### src/rtl/seg_mux_decoder.sv
// Receiver for a multiplexed 3-digit 7-segment display bus.
// Deglitches the segment/enable buses, decodes each digit as it settles,
// rebuilds the hundreds/tens/units frame and converts it to an 8-bit binary
// value using a two-step multiply-accumulate.
module seg_mux_decoder #(
    parameter int SETTLE = 8
) (
    input  logic       hwclk,
    input  logic       rst,
    input  logic [6:0] segments_in,
    input  logic [2:0] enable_in,
    output logic [7:0] value,
    output logic       value_valid,
    output logic       frame_error
);

    typedef enum logic [1:0] {IDLE, CONV1, CONV2, DONE} state_t;

    localparam logic [7:0] SETTLE_MAX = 8'(SETTLE);
    localparam logic [7:0] SETTLE_CAP = 8'(SETTLE - 1);

    logic [6:0] seg_reg, seg_prev;
    logic [2:0] en_reg, en_prev;
    logic [7:0] cnt_reg;
    logic       capture;
    logic [3:0] dec_digit;
    logic       dec_ok;
    logic [3:0] h_reg, t_reg, u_reg;
    logic       seen_h_reg, seen_t_reg, bad_reg;
    logic [9:0] acc_reg, acc_next;
    logic [7:0] value_reg;
    logic       ok_reg;
    state_t     state_reg, state_next;

    // x10 as shift-and-add
    function automatic logic [9:0] times10(input logic [9:0] a);
        return (a << 3) + (a << 1);
    endfunction

    // Register the bus once, keep the previous sample and track how long it has been stable
    always_ff @(posedge hwclk or posedge rst) begin
        if (rst) begin
            seg_reg  <= '0;
            en_reg   <= '0;
            seg_prev <= '0;
            en_prev  <= '0;
            cnt_reg  <= '0;
        end else begin
            seg_reg  <= segments_in;
            en_reg   <= enable_in;
            seg_prev <= seg_reg;
            en_prev  <= en_reg;
            if ({seg_reg, en_reg} == {seg_prev, en_prev}) begin
                if (cnt_reg != SETTLE_MAX)
                    cnt_reg <= cnt_reg + 8'd1;
            end else begin
                cnt_reg <= '0;
            end
        end
    end

    // cnt_reg describes how long seg_prev/en_prev has been stable, so capture from those
    assign capture = (cnt_reg == SETTLE_CAP) && (en_prev != 3'b000);

    // Segment pattern to BCD digit; unknown patterns decode to 0 and flag invalid
    always_comb begin
        dec_digit = 4'd0;
        dec_ok    = 1'b1;
        case (seg_prev)
            7'h3F: dec_digit = 4'd0;
            7'h06: dec_digit = 4'd1;
            7'h5B: dec_digit = 4'd2;
            7'h4F: dec_digit = 4'd3;
            7'h66: dec_digit = 4'd4;
            7'h6D: dec_digit = 4'd5;
            7'h7D: dec_digit = 4'd6;
            7'h07: dec_digit = 4'd7;
            7'h7F: dec_digit = 4'd8;
            7'h6F: dec_digit = 4'd9;
            default: dec_ok = 1'b0;
        endcase
    end

    // Frame assembly: store digits, track which slots were seen and any frame fault
    always_ff @(posedge hwclk or posedge rst) begin
        if (rst) begin
            h_reg      <= '0;
            t_reg      <= '0;
            u_reg      <= '0;
            seen_h_reg <= 1'b0;
            seen_t_reg <= 1'b0;
            bad_reg    <= 1'b0;
        end else begin
            if (state_reg == DONE) begin
                h_reg   <= '0;
                t_reg   <= '0;
                u_reg   <= '0;
                bad_reg <= 1'b0;
            end
            if (capture) begin
                case (en_prev)
                    3'b100: begin
                        h_reg      <= dec_digit;
                        seen_h_reg <= 1'b1;
                        if (!dec_ok || seen_h_reg || seen_t_reg)
                            bad_reg <= 1'b1;
                    end
                    3'b010: begin
                        t_reg      <= dec_digit;
                        seen_t_reg <= 1'b1;
                        if (!dec_ok || seen_t_reg)
                            bad_reg <= 1'b1;
                    end
                    3'b001: begin
                        u_reg      <= dec_digit;
                        seen_h_reg <= 1'b0;
                        seen_t_reg <= 1'b0;
                        if (!dec_ok)
                            bad_reg <= 1'b1;
                    end
                    default: bad_reg <= 1'b1;
                endcase
            end
        end
    end

    // Second multiply-accumulate step, shared by the datapath and the range check
    always_comb begin
        acc_next = times10(acc_reg) + {6'd0, u_reg};
    end

    // Conversion datapath; the outcome is decided on entry to DONE so the pulse lands in DONE
    always_ff @(posedge hwclk or posedge rst) begin
        if (rst) begin
            acc_reg   <= '0;
            value_reg <= '0;
            ok_reg    <= 1'b0;
        end else begin
            case (state_reg)
                CONV1: acc_reg <= times10({6'd0, h_reg}) + {6'd0, t_reg};
                CONV2: begin
                    acc_reg <= acc_next;
                    if (!bad_reg && (acc_next <= 10'd255)) begin
                        value_reg <= acc_next[7:0];
                        ok_reg    <= 1'b1;
                    end else begin
                        ok_reg    <= 1'b0;
                    end
                end
                default: ;
            endcase
        end
    end

    // FSM state register
    always_ff @(posedge hwclk or posedge rst) begin
        if (rst)
            state_reg <= IDLE;
        else
            state_reg <= state_next;
    end

    // FSM next state: a units capture closes the frame and starts conversion
    always_comb begin
        state_next = state_reg;
        case (state_reg)
            IDLE:    if (capture && (en_prev == 3'b001)) state_next = CONV1;
            CONV1:   state_next = CONV2;
            CONV2:   state_next = DONE;
            DONE:    state_next = IDLE;
            default: state_next = IDLE;
        endcase
    end

    // FSM outputs: exactly one of the two pulses fires in DONE
    always_comb begin
        value       = value_reg;
        value_valid = (state_reg == DONE) && ok_reg;
        frame_error = (state_reg == DONE) && !ok_reg;
    end

endmodule

### config.mk
export PLATFORM = sky130hd
export DESIGN_NAME = seg_mux_decoder
export DESIGN_NICKNAME = d
export VERILOG_FILES = /design/src/rtl/seg_mux_decoder.sv
export SDC_FILE = /design/constraint.sdc
export NUM_CORES = 1
export LEC_CHECK = 0
export CELL_PAD_IN_SITES_DETAIL_PLACEMENT = 0
export CELL_PAD_IN_SITES_GLOBAL_PLACEMENT = 1
export CORE_AREA = 8 8 91 93
export DETAILED_ROUTE_END_ITERATION = 8
export DIE_AREA = 0 0 99 101
export PLACE_DENSITY_LB_ADDON = 0.1
export SETUP_SLACK_MARGIN = 0.4
export SLEW_MARGIN = 40
export SYNTH_ARGS = -nofsm -noshare
export SYNTH_HDL_FRONTEND = slang
export SYNTH_SLANG_ARGS = --single-unit
export TNS_END_PERCENT = 30
### constraint.sdc
create_clock -name hwclk -period 7.6 [get_ports hwclk]
set_clock_uncertainty 0.15 [all_clocks]
set_input_delay 1.52 -clock hwclk [delete_from_list [all_inputs] [get_ports hwclk]]
set_output_delay 1.52 -clock hwclk [all_outputs]
set_load 0.005 [all_outputs]
Yosys cells after proc, flatten, opt, wreduce, memory -nomap -nowiden

Index checks and enable logic that the tools add are counted.

Add/subtract/negate cells: 5
$lt $le $gt $ge: 1
Equality and inequality tests: 21
Mux-type cells: 25
Reductions and logical operators: 20

Operators with widths:

| operator                                              | number |
|---|---|
| == test 7 bit (second input constant)                 | 7 |
| two-way mux 4 bit                                     | 9 |
| one-hot mux 4 bit (9 select lines)                    | 1 |
| one-hot mux 9 bit (2 select lines)                    | 1 |
| two-way mux 8 bit                                     | 2 |
| == test 7 x 3 -> 1 bit (second input constant)        | 2 |
| adder 10 bit                                          | 1 |
| adder 10 x 4 -> 10 bit                                | 1 |
| == test 10 bit                                        | 1 |
| <= comparator 10 x 8 -> 1 bit (second input constant) | 1 |
| OR reduction 10 bit                                   | 1 |
| adder 8 x 4 -> 9 bit                                  | 1 |
| adder 7 x 5 -> 8 bit                                  | 1 |
| adder 8 x 1 -> 8 bit (second input constant)          | 1 |
| == test 8 x 3 -> 1 bit (second input constant)        | 1 |
| != test 8 x 4 -> 1 bit (second input constant)        | 1 |
| one-hot mux 2 bit (4 select lines)                    | 1 |
| == test 7 x 6 -> 1 bit (second input constant)        | 1 |
| two-way mux 1 bit                                     | 7 |
| AND reduction 2 bit                                   | 3 |
| nonzero test 2 bit                                    | 3 |
| logical AND 1 bit                                     | 5 |
| == test 2 bit (second input constant)                 | 2 |
| one-hot mux 1 bit (2 select lines)                    | 2 |
| 12 further kinds                                      | 16 |

Flip-flop bits (word level): 63
Word-level logic and storage cells: 87

Logic depth before layout (Yosys ltp)

Gate-level depths: netlist of the first run.

Depth in word-level cells: 9
Depth in mapped cells: 11
Depth with buffers taken out: 10

Worst setup path before layout of the first run

No wires, ideal clock.

Path type: flip-flop to flip-flop
From: register u_reg[3]
To: register value_reg[0], in the netlist value[0]
Library setup time: 0.125 ns
Arrival time: 2.878 ns
Required time: 7.325 ns
Path slack: 4.447 ns
Stages on the path, launching flop included: 12
Buffers on the path: 1
Period minus slack after synthesis: 3.153 ns
Path through: dfrtp_1 -> inv_1 -> fa_1 -> inv_1 -> ha_1 -> a211oi_1 -> nor2_1 -> a41oi_1 -> xnor2_1 -> and4b_1 -> clkbuf_1 -> mux2_2

Longest elaborated chain between the ends: 4

RTL lines:

| what                          | line | RTL |
|---|---|---|
| from (decl)                   | 28   | `logic [3:0] h_reg, t_reg, u_reg;` |
| from (signal assigned)        | 115  | `u_reg <= dec_digit;` |
| adder 10 x 4 -> 10 bit        | 129  | `acc_next = times10(acc_reg) + {6'd0, u_reg};` |
| <= comparator 10 x 8 -> 1 bit | 143  | `if (!bad_reg && (acc_next <= 10'd255)) begin` |
| logical AND 1 bit             | 143  |  |
| AND reduction 2 bit (no line) | --   |  |
| to (signal assigned)          | 144  | `value_reg <= acc_next[7:0];` |
| to (decl)                     | 31   | `logic [7:0] value_reg;` |

No other way between the ends.
A chain may end at the register's enable or synchronous reset.

Final worst setup path of the first run

From: register state_reg[1]
To: output port frame_error

Longest elaborated chain between the ends: 2

RTL lines:

| what                   | line | RTL |
|---|---|---|
| from (decl)            | 33   | `state_t state_reg, state_next;` |
| from (signal assigned) | 160  | `state_reg <= state_next;` |
| == test 2 bit          | 179  | `frame_error = (state_reg == DONE) && !ok_reg;` |
| logical AND 1 bit      | 179  |  |
| to (decl)              | 14   | `output logic frame_error` |

No other way between the ends.

==> flow_summary_export.csv, run 1 <==
group,metric,value,unit
clock_tree,hold_buffers,0,
drt,num_vias,2304,
synth,synthFlopType,"dfrtp_1",
power_and_ir_drop,combPwrFrac,3.6,%
power_and_ir_drop,p_sw,140,uW
setup_path,cp-start-kind,"flop",
placed_design,placed_cells,407,
synth,ys_seq_area_share,46.7,%
setup_path,critPathArrivalTime,1.87,ns
cells_and_area,area_delta_synth_final,12.7,%
timing,tightest_slew,0.562,ns
setup_path,cp.required,5.93,ns
clock_tree,postCtsSetupBuffers,0,
floorplanning,design.core.area,6940,um2
floorplanning,initial_core_util,48.6,%
clock_tree,cts_root_buf,"clkbuf_8",
grt,grt_pass1_wl,11100,um
cells_and_area,final_nets,379,
clock_tree,cts_inserted_buffers,9,
clock_tree,clock_path_buffers,2,
drt,postRouteAntennaNets,0,
timing,setup_tns,0,ns
setup_path,critPathCaptureType,"primary output",
synth,ys_types,45,
placed_design,gp_congestion,0.792,
power_and_ir_drop,cellPowerDensity,164,nW/um2
worst_hold_path,min_to,"en_prev[0]",
power_and_ir_drop,p_int,484,uW
placed_design,io_buffers,21,
timing,min_period,3.54,ns
synth,synth_async_sr_flop_share,100,%
drt,routed-wl-met2,3140,um
synth,avgSynthCellArea,10.7,um2
synth,synth_edf_count,0,
drt,drc,0,
synth,yosys_register_bits,63,
clock_tree,clk_latency,0.34,ns
placed_design,hpwl,4670,um
timing,slew_viol_final,0,
setup_path,ff2ff_path_depth,10,
clock_tree,cts_tree,"yes",
floorplanning,chipWidth,99,um
cells_and_area,largest_register_ffs,9,
setup_path,timing.rr.end,"value[1]",
worst_hold_path,worstHoldPathCells,0,
outcome,outcome,"finished, final reports clean",
clock_tree,cts_resized,0,
drt,top_layer,"met4",
synth,synthSimpleGateAreaFrac,15.8,%
timing,rsz0062_at_grt,"false",
grt,antenna_found_initial,0,
grt,grt_max_degree,64,
cells_and_area,final_cells,421,
worst_hold_path,min_path_type,"reg2reg",
floorplanning,dieArea,10000,um2
power_and_ir_drop,p_clk_share,40.7,%
floorplanning,die_y,101,um
cells_and_area,final_common_cell,"dfrtp_1",
timing,min_period_over_period,46.6,%
synth,synth_compound_area_share,10.9,%
synth,yosysWarnings,0,
cells_and_area,nFillCells,612,
timing,max_freq,0.282,GHz
synth,netlist_area,3380,um2
setup_path,crit_fanout,15,
timing,setup_viol,0,
setup_path,r2r_slack,4.32,ns
cells_and_area,drive_above_1_share,10.0,%
floorplanning,boundaryPins,22,
synth,synth_top_family_by_area,"simple AND/OR/NAND/NOR gates",
grt,track_usage,14.3,%
synth,synth_xor_area_share,6.74,%
grt,grt-ovfl-total,0,
grt,grt_pass1_vias,2250,
clock_tree,cts.sinks,63,
setup_path,reg2reg_from,"u_reg[3]",
drt,drt-initial-drc-count,82,
run,max_cap_viol_count,0,
floorplanning,rows,31,
cells_and_area,num_antenna_cells,0,
power_and_ir_drop,p_seq_share,55.7,%
drt,wl_met1,2870,um
clock_tree,clkTransAtPathRegs,0.07,ns
drt,drt-total-wl,6360,um
worst_hold_path,worstHoldStart,"en_reg[0]",
synth,synth_fa_ha_area_share,12.4,%
cells_and_area,final_cell_mix,"dfrtp_1, nor2_1, ha_1",
clock_tree,htreeDepth,3,
power_and_ir_drop,switching_share,22.5,%
setup_path,criticalPathCategory,"reg2out",
timing,relSlewSlack,62.3,%
drt,viasPerCell,5.47,
timing,hold_viol,0,
synth,muxShareOfSynthArea,4.11,%
power_and_ir_drop,ir_drop,0.000102,V
synth,synthCells,316,
power_and_ir_drop,p_leak,0.00176,uW
drt,wl_per_cell,15.1,um
drt,dr.pass1.iters,6,
synth,syn_nets,359,
drt,met3_wirelength,200,um
[through the flow]
step	hold slack [ns]	total power, uW	util, %	worst slack, ns	area [um2]
floorplan	0.222	367	-	4.36	3380
global placement	0.226	377	52.4	4.37	3640
detailed placement	0.228	377	52.4	4.34	3640
CTS	0.242	633	54.8	4.05	3800
global route	0.253	647	54.8	3.94	3810
finish	0.241	624	54.8	4.06	3810
[how the worst max path moves through the flow]
stage	from	endpoint	slack (ns)	cells after the start
2_1_floorplan	rst	acc_reg[0]	4.36	1
3_3_place_gp	u_reg[3]	value[2]	4.37	10
3_5_place_dp	u_reg[3]	value[2]	4.34	10
4_1_cts	state_reg[1]	frame_error	4.05	3
5_1_grt	state_reg[1]	frame_error	3.94	3
6_report	state_reg[1]	frame_error	4.06	3
[synthesized netlist by cell type (5+ instances only)]
cell type	count	area share (%)
nand2_1	16	1.8
nor2_1	28	3.1
o21ai_0	18	2.7
xnor2_1	10	2.6
clkbuf_1	11	1.2
ha_1	27	10
a21oi_1	16	2.4
inv_1	15	1.7
nor3_1	6	0.89
nand3b_1	9	2.0
mux2_2	7	2.3
dfrtp_1	63	47
nand3_1	8	1.2
mux2i_1	6	1.8
xor2_1	16	4.1
a21o_1	5	1.1
[critical path: stages (launching register included)]
cell             delay (ns)
dfrtp_1                0.38
ha_1                   0.46
nor2b_1                0.18
clkdlybuf4s50_1        0.51
[cell families after synthesis]
kind of cell | after synthesis
muxes | 13
AOI/OAI and AO/OA | 59
buffers and inverters | 28
xor gates and xnor gates | 26
and+or+nand+nor | 96
adders and majority gates | 31
DFF | 63
[layout make-up]
type,instances,area (um2),area share (%)
inverters,15,56.3,1.48
clock buffers,13,159,4.17
well taps,82,103,2.69
clock inverters,1,5.00,0.131
multi-input cells,225,1690,44.3
flip-flops and latches,63,1580,41.4
repair buffers,22,221,5.82
[metal layers]
layer	vias to the layer above	global-route usage [%]
met5	-	0
met3	15	2.90
li1	1139	-
met2	33	23.3
met4	0	8.03
met1	1117	17.2
[power by group through the flow]
stage               logic, uW  registers (uW)  clock network [uW]
detailed placement       23.1             354                   0
global route             25.3             349                 273
floorplan                16.3             350                   0
CTS                      23.1             348                 263
global placement         22.9             354                   0
finish                   22.4             348                 254
Power figures use the tool's default switching activity.
==> run 2, diff against run 1 <==
CORE_AREA = 8 8 99 101   (was 8 8 91 93)
DIE_AREA = 0 0 107 109   (was 0 0 99 101)
clock period = 3 ns   (was 7.6 ns; I/O delays follow)
==> run 2 against run 1 <==
Register-to-register slack worse by 4.3 ns. Worst hold slack improved by 0.00062 ns. Count of clock-buffer cells in the layout decreased by 2. Utilization is 5.3 points lower. Non-clock buffer count rose by 13. Die area rose by 17%. Sequential cell count unchanged. Sequential share of layout area decreased by 3.4 points. Combinational power grew to 2.6 times the previous value. Via count up 3.0%. Critical endpoint is now value[7]. Highest routed layer unchanged.
==> flow_summary_export.csv, run 2 (synthesis gave the netlist of run 1 again) <==
group,metric,value,unit
setup_path,criticalPathCategory,"reg2reg",
cells_and_area,final_cell_mix,"dfrtp_1, nor2_1, ha_1",
clock_tree,cts.sinks,63,
cells_and_area,num_antenna_cells,0,
placed_design,gp_congestion,0.753,
grt,grt-ovfl-total,0,
run,max_cap_viol_count,0,
worst_hold_path,min_path_type,"reg2reg",
floorplanning,dieArea,11700,um2
drt,viasPerCell,5.14,
power_and_ir_drop,ir_drop,0.000253,V
drt,wl_per_cell,15.1,um
floorplanning,design.core.area,8380,um2
clock_tree,clock_path_buffers,2,
drt,drt-initial-drc-count,97,
cells_and_area,final_nets,393,
cells_and_area,area_delta_synth_final,23.0,%
floorplanning,initial_core_util,40.3,%
cells_and_area,final_common_cell,"dfrtp_1",
grt,track_usage,13.0,%
drt,num_vias,2373,
cells_and_area,drive_above_1_share,19.8,%
clock_tree,htreeDepth,3,
clock_tree,hold_buffers,0,
timing,min_period,2.99,ns
floorplanning,rows,34,
placed_design,hpwl,5080,um
grt,grt_pass1_wl,11800,um
grt,grt_pass1_vias,2455,
grt,antenna_found_initial,0,
cells_and_area,largest_register_ffs,9,
timing,hold_viol,0,
placed_design,io_buffers,21,
timing,relSlewSlack,64.1,%
placed_design,place_ws,-0.155,ns
timing,fin_ws,0.0139,ns
drt,dr.pass1.iters,4,
setup_path,critPathCaptureType,"flop",
setup_path,crit_fanout,4,
grt,grt_max_degree,64,
clock_tree,cts_tree,"yes",
setup_path,cp-start-kind,"flop",
timing,slew_viol_final,0,
power_and_ir_drop,p_leak,0.00187,uW
floorplanning,chipWidth,107,um
clock_tree,clk_latency,0.33,ns
timing,rsz0062_at_grt,"true",
drt,postRouteAntennaNets,0,
clock_tree,clkTransAtPathRegs,0.07,ns
floorplanning,boundaryPins,22,
drt,drt-total-wl,6960,um
timing,setup_viol,0,
floorplanning,die_y,109,um
clock_tree,cts_root_buf,"clkbuf_8",
timing,max_freq,0.335,GHz
clock_tree,cts_inserted_buffers,9,
timing,tightest_slew,0.536,ns
drt,drc,0,
outcome,outcome,"finished, final reports clean",
timing,min_period_over_period,99.5,%
power_and_ir_drop,cellPowerDensity,419,nW/um2
setup_path,critPathArrivalTime,3.06,ns
setup_path,cp.required,3.07,ns
timing,setup_tns,0,ns
==> run 2: cell types whose count changed in the layout (fill, tap and decap cells not counted), sizes merged <==
cell / delta
bufinv: +2
clkbuf: -2
clkinv: +1
buf: +13
and4b: +1
==> run 2: layout make-up <==
class	instances	area (um2)
flip-flops and latches	63	1580
clock buffers	11	141
multi-input cells	226	1850
inverters	15	56.3
fillers	764	4230
clock inverters	4	70.1
well taps	108	135
repair buffers	35	328
==> run 2: critical path, stage by stage (launching register included) <==
cell and delay [ns]:
dfrtp_1 0.36, inv_2 0.05, fa_2 0.59, fa_2 0.22, nor2b_2 0.05, o31a_1 0.27, or4b_1 0.46, and3_4 0.18
and4b_2 0.27, mux2_2 0.28
==> run 2: final timing paths <==
kind                            startpoint         end  slack (ns)  depth (start not counted)
worst max-delay path            acc_reg[2]    value[7]        0.01                          9
worst min-delay path             en_reg[2]  en_prev[2]        0.24                          0
worst max register to register  acc_reg[2]    value[7]        0.01                          9
worst min register to register   en_reg[2]  en_prev[2]        0.24                          0
max in group asynchronous              rst  cnt_reg[0]        1.92                          3
min in group asynchronous              rst    h_reg[2]        0.50                          3
==> run 2: repair_timing <==
item                       4_1_cts  5_1_grt
buffers inserted                 1        1
setup endpoints to repair       12       19
pin swaps                        2       21
gates cloned                     1        0
gates resized for setup          7       21
==> run 2: through the flow <==
stage	utilization, %	instance area [um2]	power, uW	instances	hold WS [ns]
2_1_floorplan	-	3410	929	316	0.222
3_3_place_gp	45.2	3790	958	444	0.226
3_5_place_dp	45.2	3790	958	444	0.231
4_1_cts	48.2	4040	1780	461	0.248
5_1_grt	49.6	4150	1830	462	0.251
6_report	49.6	4150	1740	462	0.241
==> run 2: where the power goes <==
group,internal [uW],switching [uW]
Combinational,28.8,30.0
Clock,484,318
Sequential,863,17.9
==> run 2: metal layers <==
layer | global-route usage, % | routed length, um
met4 | 5.63 | 95
met2 | 22.2 | 3470
met3 | 2.90 | 187
met1 | 15.5 | 3200
met5 | 0 | 0
